## config.mk

```make
export PLATFORM = sky130hd
export DESIGN_NAME = pipeline_hazard_ctrl_flat
export DESIGN_NICKNAME = d
export VERILOG_FILES = /design/src/rtl/pipeline_hazard_ctrl_if.sv /design/src/rtl/pipeline_hazard_ctrl.sv /design/src/flat_wrapper.sv
export SDC_FILE = /design/constraint.sdc
export NUM_CORES = 1
export LEC_CHECK = 0
export BUFFER_PORTS_ARGS = -buffer_cell sky130_fd_sc_hd__buf_4
export CORE_MARGIN = 2
export CORE_UTILIZATION = 58
export DETAILED_ROUTE_END_ITERATION = 8
export GPL_ROUTABILITY_DRIVEN = 0
export PLACE_DENSITY = 0.82
export SETUP_SLACK_MARGIN = 0.1
export SLEW_MARGIN = 10
export SYNTH_ARGS = -nofsm -noshare
export SYNTH_HDL_FRONTEND = slang
export SYNTH_SLANG_ARGS = --single-unit
```

## constraint.sdc

```tcl
create_clock -name clock -period 3 [get_ports clock]
set_input_delay 0.15 -clock clock [delete_from_list [all_inputs] [get_ports clock]]
set_output_delay 0.15 -clock clock [all_outputs]
set_load 0.005 [all_outputs]
```

## src/rtl/pipeline_hazard_ctrl_if.sv

```systemverilog
// Signal bundle between the ID/EX/MEM stage logic and the hazard sequencer.
// The pipeline side drives the master modport. The sequencer uses the slave modport.
interface pipeline_hazard_ctrl_if;
  logic [4:0] ID_RS;
  logic [4:0] ID_RT;
  logic       ID_UsesRT;
  logic       ID_MulDiv;
  logic       ID_BranchTaken;
  logic       EX_MEM_RDEN;
  logic [4:0] EX_RT;
  logic       MEM_Req;
  logic       MEM_Ready;
  logic       PC_Stall;
  logic       IF_ID_Stall;
  logic       IF_ID_Flush;
  logic       ID_EX_Stall;
  logic       ID_EX_Flush;
  logic       EX_MEM_Stall;
  logic       EX_MEM_Flush;
  logic       MEM_WB_Flush;
  logic       MulDiv_Busy;
  logic       Mem_Error;

  modport master (
    output ID_RS, ID_RT, ID_UsesRT, ID_MulDiv, ID_BranchTaken,
    output EX_MEM_RDEN, EX_RT, MEM_Req, MEM_Ready,
    input  PC_Stall, IF_ID_Stall, IF_ID_Flush, ID_EX_Stall, ID_EX_Flush,
    input  EX_MEM_Stall, EX_MEM_Flush, MEM_WB_Flush, MulDiv_Busy, Mem_Error
  );

  modport slave (
    input  ID_RS, ID_RT, ID_UsesRT, ID_MulDiv, ID_BranchTaken,
    input  EX_MEM_RDEN, EX_RT, MEM_Req, MEM_Ready,
    output PC_Stall, IF_ID_Stall, IF_ID_Flush, ID_EX_Stall, ID_EX_Flush,
    output EX_MEM_Stall, EX_MEM_Flush, MEM_WB_Flush, MulDiv_Busy, Mem_Error
  );
endinterface

```

## src/rtl/pipeline_hazard_ctrl.sv

```systemverilog
// Stall/flush sequencer for the five-stage pipeline.
// It resolves memory wait, MUL/DIV occupancy, load-use and taken-branch conditions, in that priority order.
module pipeline_hazard_ctrl #(
  parameter int MULDIV_CYCLES = 4,
  parameter int MEM_TIMEOUT   = 255
) (
  input logic                   clock,
  input logic                   reset,
  pipeline_hazard_ctrl_if.slave bus
);

  typedef enum logic [2:0] {
    COND_NONE,
    COND_MEMWAIT,
    COND_BUSY,
    COND_LOADUSE,
    COND_BRANCH
  } cond_t;

  localparam logic [3:0]  CNT_LOAD = 4'(MULDIV_CYCLES - 1);
  localparam logic [16:0] TIMEOUT  = 17'(MEM_TIMEOUT);

  logic [3:0]  r_cnt;
  logic [15:0] r_wcnt;
  logic        r_memError;

  logic        w_mw;
  logic        w_lu;
  logic        w_busy;
  logic        w_issue;
  logic [15:0] w_wcntNext;
  logic        w_timeout;
  cond_t       w_cond;

  assign w_mw   = bus.MEM_Req & ~bus.MEM_Ready;
  assign w_busy = (r_cnt != 4'd0);
  assign w_lu   = bus.EX_MEM_RDEN & (bus.EX_RT != 5'd0) &
                  ((bus.EX_RT == bus.ID_RS) | (bus.ID_UsesRT & (bus.EX_RT == bus.ID_RT)));

  // A MUL/DIV only leaves ID on a cycle where nothing holds the front of the pipe.
  assign w_issue = bus.ID_MulDiv & ~w_mw & ~w_busy & ~w_lu;

  assign w_wcntNext = !w_mw             ? 16'd0  :
                      (r_wcnt == 16'hFFFF) ? r_wcnt : r_wcnt + 16'd1;
  assign w_timeout  = w_mw & ({1'b0, w_wcntNext} >= TIMEOUT);

  // The occupancy counter freezes during memory wait, so the MUL/DIV gets its full count of productive cycles.
  always_ff @(posedge clock or posedge reset) begin
    if (reset) begin
      r_cnt <= 4'd0;
    end else if (!w_mw) begin
      if (w_busy) begin
        r_cnt <= r_cnt - 4'd1;
      end else if (w_issue) begin
        r_cnt <= CNT_LOAD;
      end
    end
  end

  always_ff @(posedge clock or posedge reset) begin
    if (reset) begin
      r_wcnt     <= 16'd0;
      r_memError <= 1'b0;
    end else begin
      r_wcnt <= w_wcntNext;
      if (w_timeout) begin
        r_memError <= 1'b1;
      end
    end
  end

  always_comb begin
    w_cond = COND_NONE;
    if (reset) begin
      w_cond = COND_NONE;
    end else if (w_mw) begin
      w_cond = COND_MEMWAIT;
    end else if (w_busy) begin
      w_cond = COND_BUSY;
    end else if (w_lu) begin
      w_cond = COND_LOADUSE;
    end else if (bus.ID_BranchTaken) begin
      w_cond = COND_BRANCH;
    end
  end

  // A branch stalled by any higher condition stays in ID unflushed and re-resolves later.
  always_comb begin
    bus.PC_Stall     = 1'b0;
    bus.IF_ID_Stall  = 1'b0;
    bus.IF_ID_Flush  = 1'b0;
    bus.ID_EX_Stall  = 1'b0;
    bus.ID_EX_Flush  = 1'b0;
    bus.EX_MEM_Stall = 1'b0;
    bus.EX_MEM_Flush = 1'b0;
    bus.MEM_WB_Flush = 1'b0;
    case (w_cond)
      COND_MEMWAIT: begin
        bus.PC_Stall     = 1'b1;
        bus.IF_ID_Stall  = 1'b1;
        bus.ID_EX_Stall  = 1'b1;
        bus.EX_MEM_Stall = 1'b1;
        bus.MEM_WB_Flush = 1'b1;
      end
      COND_BUSY: begin
        bus.PC_Stall     = 1'b1;
        bus.IF_ID_Stall  = 1'b1;
        bus.ID_EX_Stall  = 1'b1;
        bus.EX_MEM_Flush = 1'b1;
      end
      COND_LOADUSE: begin
        bus.PC_Stall     = 1'b1;
        bus.IF_ID_Stall  = 1'b1;
        bus.ID_EX_Flush  = 1'b1;
      end
      COND_BRANCH: begin
        bus.IF_ID_Flush  = 1'b1;
      end
      default: begin
      end
    endcase
  end

  assign bus.MulDiv_Busy = w_busy;
  assign bus.Mem_Error   = r_memError;

endmodule

```

## src/flat_wrapper.sv

```systemverilog
// flat-port wrapper written by rule: the top's interface ports become plain ports
module pipeline_hazard_ctrl_flat 
#(
  parameter int MULDIV_CYCLES = 4,
  parameter int MEM_TIMEOUT   = 255
)
  (clock, reset, bus_ID_RS, bus_ID_RT, bus_ID_UsesRT, bus_ID_MulDiv, bus_ID_BranchTaken, bus_EX_MEM_RDEN, bus_EX_RT, bus_MEM_Req, bus_MEM_Ready, bus_PC_Stall, bus_IF_ID_Stall, bus_IF_ID_Flush, bus_ID_EX_Stall, bus_ID_EX_Flush, bus_EX_MEM_Stall, bus_EX_MEM_Flush, bus_MEM_WB_Flush, bus_MulDiv_Busy, bus_Mem_Error);
  pipeline_hazard_ctrl_if bus_i ();
  input logic clock;
  input logic reset;
  input wire logic [$bits(bus_i.ID_RS)-1:0] bus_ID_RS;
  input wire logic [$bits(bus_i.ID_RT)-1:0] bus_ID_RT;
  input wire logic [$bits(bus_i.ID_UsesRT)-1:0] bus_ID_UsesRT;
  input wire logic [$bits(bus_i.ID_MulDiv)-1:0] bus_ID_MulDiv;
  input wire logic [$bits(bus_i.ID_BranchTaken)-1:0] bus_ID_BranchTaken;
  input wire logic [$bits(bus_i.EX_MEM_RDEN)-1:0] bus_EX_MEM_RDEN;
  input wire logic [$bits(bus_i.EX_RT)-1:0] bus_EX_RT;
  input wire logic [$bits(bus_i.MEM_Req)-1:0] bus_MEM_Req;
  input wire logic [$bits(bus_i.MEM_Ready)-1:0] bus_MEM_Ready;
  output wire logic [$bits(bus_i.PC_Stall)-1:0] bus_PC_Stall;
  output wire logic [$bits(bus_i.IF_ID_Stall)-1:0] bus_IF_ID_Stall;
  output wire logic [$bits(bus_i.IF_ID_Flush)-1:0] bus_IF_ID_Flush;
  output wire logic [$bits(bus_i.ID_EX_Stall)-1:0] bus_ID_EX_Stall;
  output wire logic [$bits(bus_i.ID_EX_Flush)-1:0] bus_ID_EX_Flush;
  output wire logic [$bits(bus_i.EX_MEM_Stall)-1:0] bus_EX_MEM_Stall;
  output wire logic [$bits(bus_i.EX_MEM_Flush)-1:0] bus_EX_MEM_Flush;
  output wire logic [$bits(bus_i.MEM_WB_Flush)-1:0] bus_MEM_WB_Flush;
  output wire logic [$bits(bus_i.MulDiv_Busy)-1:0] bus_MulDiv_Busy;
  output wire logic [$bits(bus_i.Mem_Error)-1:0] bus_Mem_Error;
  assign bus_i.ID_RS = bus_ID_RS;
  assign bus_i.ID_RT = bus_ID_RT;
  assign bus_i.ID_UsesRT = bus_ID_UsesRT;
  assign bus_i.ID_MulDiv = bus_ID_MulDiv;
  assign bus_i.ID_BranchTaken = bus_ID_BranchTaken;
  assign bus_i.EX_MEM_RDEN = bus_EX_MEM_RDEN;
  assign bus_i.EX_RT = bus_EX_RT;
  assign bus_i.MEM_Req = bus_MEM_Req;
  assign bus_i.MEM_Ready = bus_MEM_Ready;
  assign bus_PC_Stall = bus_i.PC_Stall;
  assign bus_IF_ID_Stall = bus_i.IF_ID_Stall;
  assign bus_IF_ID_Flush = bus_i.IF_ID_Flush;
  assign bus_ID_EX_Stall = bus_i.ID_EX_Stall;
  assign bus_ID_EX_Flush = bus_i.ID_EX_Flush;
  assign bus_EX_MEM_Stall = bus_i.EX_MEM_Stall;
  assign bus_EX_MEM_Flush = bus_i.EX_MEM_Flush;
  assign bus_MEM_WB_Flush = bus_i.MEM_WB_Flush;
  assign bus_MulDiv_Busy = bus_i.MulDiv_Busy;
  assign bus_Mem_Error = bus_i.Mem_Error;
  pipeline_hazard_ctrl #(.MULDIV_CYCLES(MULDIV_CYCLES), .MEM_TIMEOUT(MEM_TIMEOUT)) u_core (.clock(clock), .reset(reset), .bus(bus_i));
endmodule
```

==> metrics.md <==
| Metric | Value |
|---|---|
| Largest net degree at the start of global routing | `22` |
| Vias | `1431` |
| Comb pwr share | `0.293` |
| WP data arrival | `between 2 and 3 ns` |
| Worst Skew | `0.00108 ns` |
| Status | `complete, no violations` |
| FFs w/ async S/R, synth | `1.00` |
| Chip Height | `55.6 µm` |
| Worst-path fanout max | `10` |
| Detail Route Antenna Nets | `0` |
| Sw Share | `0.304` |
| TritonCTS clock tree | `built` |
| Ys flop type | `dfrtp_1` |
| Clk pwr share | `0.206` |
| Vias in the first global route | `around 1300` |
| IO buf count | `32` |
| DR WL/cell | `14.8 µm` |
| Least-Margin Pin Slew | `0.724 ns` |
| Worst endpoint required time | `around 3.2 ns` |
| Max Cap Viol | `0` |
| Met2 wire len | `around 1.7 mm` |
| Mean Syn Cell Area | `8.79 µm²` |
| Number of synthesized flops with an enable pin | `0` |
| Layout fillers | `173` |
| Routed wire length | `3.45 mm` |
| Top cells by area in the synthesized netlist | `dfrtp_1 (34%), xnor2_1 (6.8%), nand2_1 (3.9%)` |
| Share of layout cells above drive strength 1 | `0.246` |
| Post-synth top area cell | `dfrtp_1` |
| Yosys reg bits | `21` |
| Max Freq | `0.431 GHz` |
| Die area | `3100 µm²` |
| Initial Util | `0.619` |
| Grt ovf | `0` |
| Vias per cell | `6.14` |
| Mapped Nets | `~200` |
| Final nets | `229` |
| Horiz. Die Dim | `~56 µm` |
| Final period util | `0.774` |
| First-pass GRT wire length | `5.72 mm` |
| Hold WC Path Type | `primary input to flip-flop` |
| Rel. slew slack | `0.517` |
| Clock transition at path regs | `0.12 ns` |
| Cells after Synth | `176` |
| Critical path capture point type | `flip-flop` |
| Sequential power share | `0.502` |
| Final slew viol count | `0` |
| CP Launch Type | `flip-flop` |
| Total Power | `0.665 mW` |
| Top-area cell type share of the netlist area | `0.340` |
| Fin crit period | `2.32 ns` |
| Power Internal | `0.463 mW` |
| Final-report hold violation count | `0` |
| DRC | `0` |
| Synth cell types | `46` |
| Psw | `0.202 mW` |
| CTS sink count | `21` |
| Area grow syn2layout | `15.6%` |
| Worst vdd rail ir drop | `0.384 mV` |
| Initial antenna violation count | `0` |
| H-tree depth | `1` |
| Top Layer Used | `met4` |
| Metal1 wirelength | `approximately 1.5 mm` |
| # Post-CTS Setup Buffers | `0` |
| Synthesized cell area | `1550 µm²` |
| Root Buffer Master | `clkbuf_4` |
| Syn. warnings | `0` |
| IO Pins | `33` |
| Final setup fails | `0` |
| Lkg Pwr | `0.759 nW` |
| CTS Buffer Depth | `2` |
| Core box area | `2500 µm²` |
| Row Count | `18` |
| Overall routing resource usage | `0.227` |
| Setup Crit Path Kind | `flip-flop to flip-flop` |
| Most frequent cells in the layout | `buf_4 (34), dfrtp_1 (21), nand2_1 (16)` |
| First DRT Iteration DRCs | `53` |
| Commonest non-fill, non-tap cell in the layout | `buf_4` |
| Pre-antenna DRT Iters | `4` |
| DR WL met3 | `217 µm` |
| Setup_tns | `0 ns` |
| Antenna diodes | `0` |
| Unrepaired setup endpoints after global routing | `false` |
| Skew-Pair Late Insertion Delay | `0.30 ns` |
| Pwr dens | `372 nW/µm²` |
| Number of buffers created by CTS | `3` |
| Dpl hpwl | `2.63 mm` |
| Seq/Total Area, Yosys | `0.340` |
critical path: stages (launching register included):
cell and delay [ns]:
dfrtp_1 0.46, ha_1 0.37, nand4_1 0.23, or4_4 0.56
mux2i_1 0.16, a21oi_1 0.17, nand4b_1 0.14, o211ai_2 0.16
state kept, by name, summed over array words and instances, names as in the netlist:
| signal | cells |
|---|---|
| u_core.r_wcnt | 16 |
| u_core.r_cnt | 4 |
| u_core.bus.Mem_Error | 1 |
metal layers:
layer,vias up,global-route usage
met5,-,0
met4,0,0.0801
met3,12,0.0279
met2,76,0.403
met1,645,0.281
li1,698,-
worst paths after layout:
check                                      start              endpoint  slack (ns)  cells after the start
worst min register to register   u_core.r_cnt[2]       u_core.r_cnt[2]        0.51                      1
worst max-delay path            u_core.r_wcnt[0]  u_core.bus.Mem_Error        0.68                      7
worst min-delay path               bus_MEM_Ready      u_core.r_wcnt[2]        0.28                      4
worst max register to register  u_core.r_wcnt[0]  u_core.bus.Mem_Error        0.68                      7
max in group asynchronous                  reset      u_core.r_wcnt[4]        2.30                      4
min in group asynchronous                  reset     u_core.r_wcnt[15]        0.49                      4
kinds of logic (layout without fill, tap and decap cells):
kind of cell | Yosys count | count (layout) | share of synthesized area
flip-flops | 21 | 21 | 0.340
XOR/XNOR | 16 | 16 | 0.0906
AO/OA/AOI/OAI | 35 | 35 | 0.159
adder cells (fa/ha/maj) | 2 | 2 | 0.0162
multiplexers | 4 | 4 | 0.0259
buffers and inverters | 19 | 46 | 0.0744
AND/OR/NAND/NOR | 79 | 79 | 0.295
cell usage after synthesis (all sizes together), types with 3 or more instances:
| master | count |
|---|---|
| xnor2 | 12 |
| buf | 7 |
| nor3 | 5 |
| or3 | 3 |
| clkbuf | 5 |
| nor4 | 6 |
| xor2 | 4 |
| mux2i | 4 |
| nor2 | 12 |
| a31oi | 4 |
| dfrtp | 21 |
| nand4 | 9 |
| nand3 | 11 |
| and3 | 3 |
| a21oi | 7 |
| o21ai | 11 |
| and2 | 4 |
| inv | 7 |
| nand2 | 16 |
repair_timing:
item | 4_1_cts | 5_1_grt
hold buffers | 1 | 0
endpoints found under the hold margin | 21 | 0
gates resized for setup | 0 | 0
power groups by stage:
stage | Combinational, mW | Clock, mW | Sequential, mW
floorplan | 0.126 | 0 | 0.334
global placement | 0.187 | 0 | 0.338
detailed placement | 0.195 | 0 | 0.339
CTS | 0.197 | 0.142 | 0.334
global route | 0.223 | 0.154 | 0.336
finish | 0.195 | 0.137 | 0.334
stage by stage:
stage | utilization | instance area (µm²) | hold WS, ns | setup slack, ns | instances
after global placement | 0.700 | 1750 | 0.256 | 0.866 | 228
after CTS | 0.715 | 1790 | 0.260 | 0.722 | 233
final | 0.715 | 1790 | 0.278 | 0.678 | 233
after detailed placement | 0.700 | 1750 | 0.267 | 0.749 | 228
after global routing | 0.715 | 1790 | 0.292 | 0.559 | 233
after floorplan | - | 1550 | 0.135 | 0.983 | 176
area by class of cell:
type / instances / area (µm²) / share of cell area
Tap cell: 30 / 37.5 / 0.0210
Clock inverter: 1 / 5.00 / 0.00280
Sequential cell: 21 / 526 / 0.294
Timing Repair Buffer: 35 / 265 / 0.148
Multi-Input combinational cell: 136 / 906 / 0.507
Clock buffer: 3 / 22.5 / 0.0126
Inverter: 7 / 26.3 / 0.0147
Power figures use the tool's default switching activity.
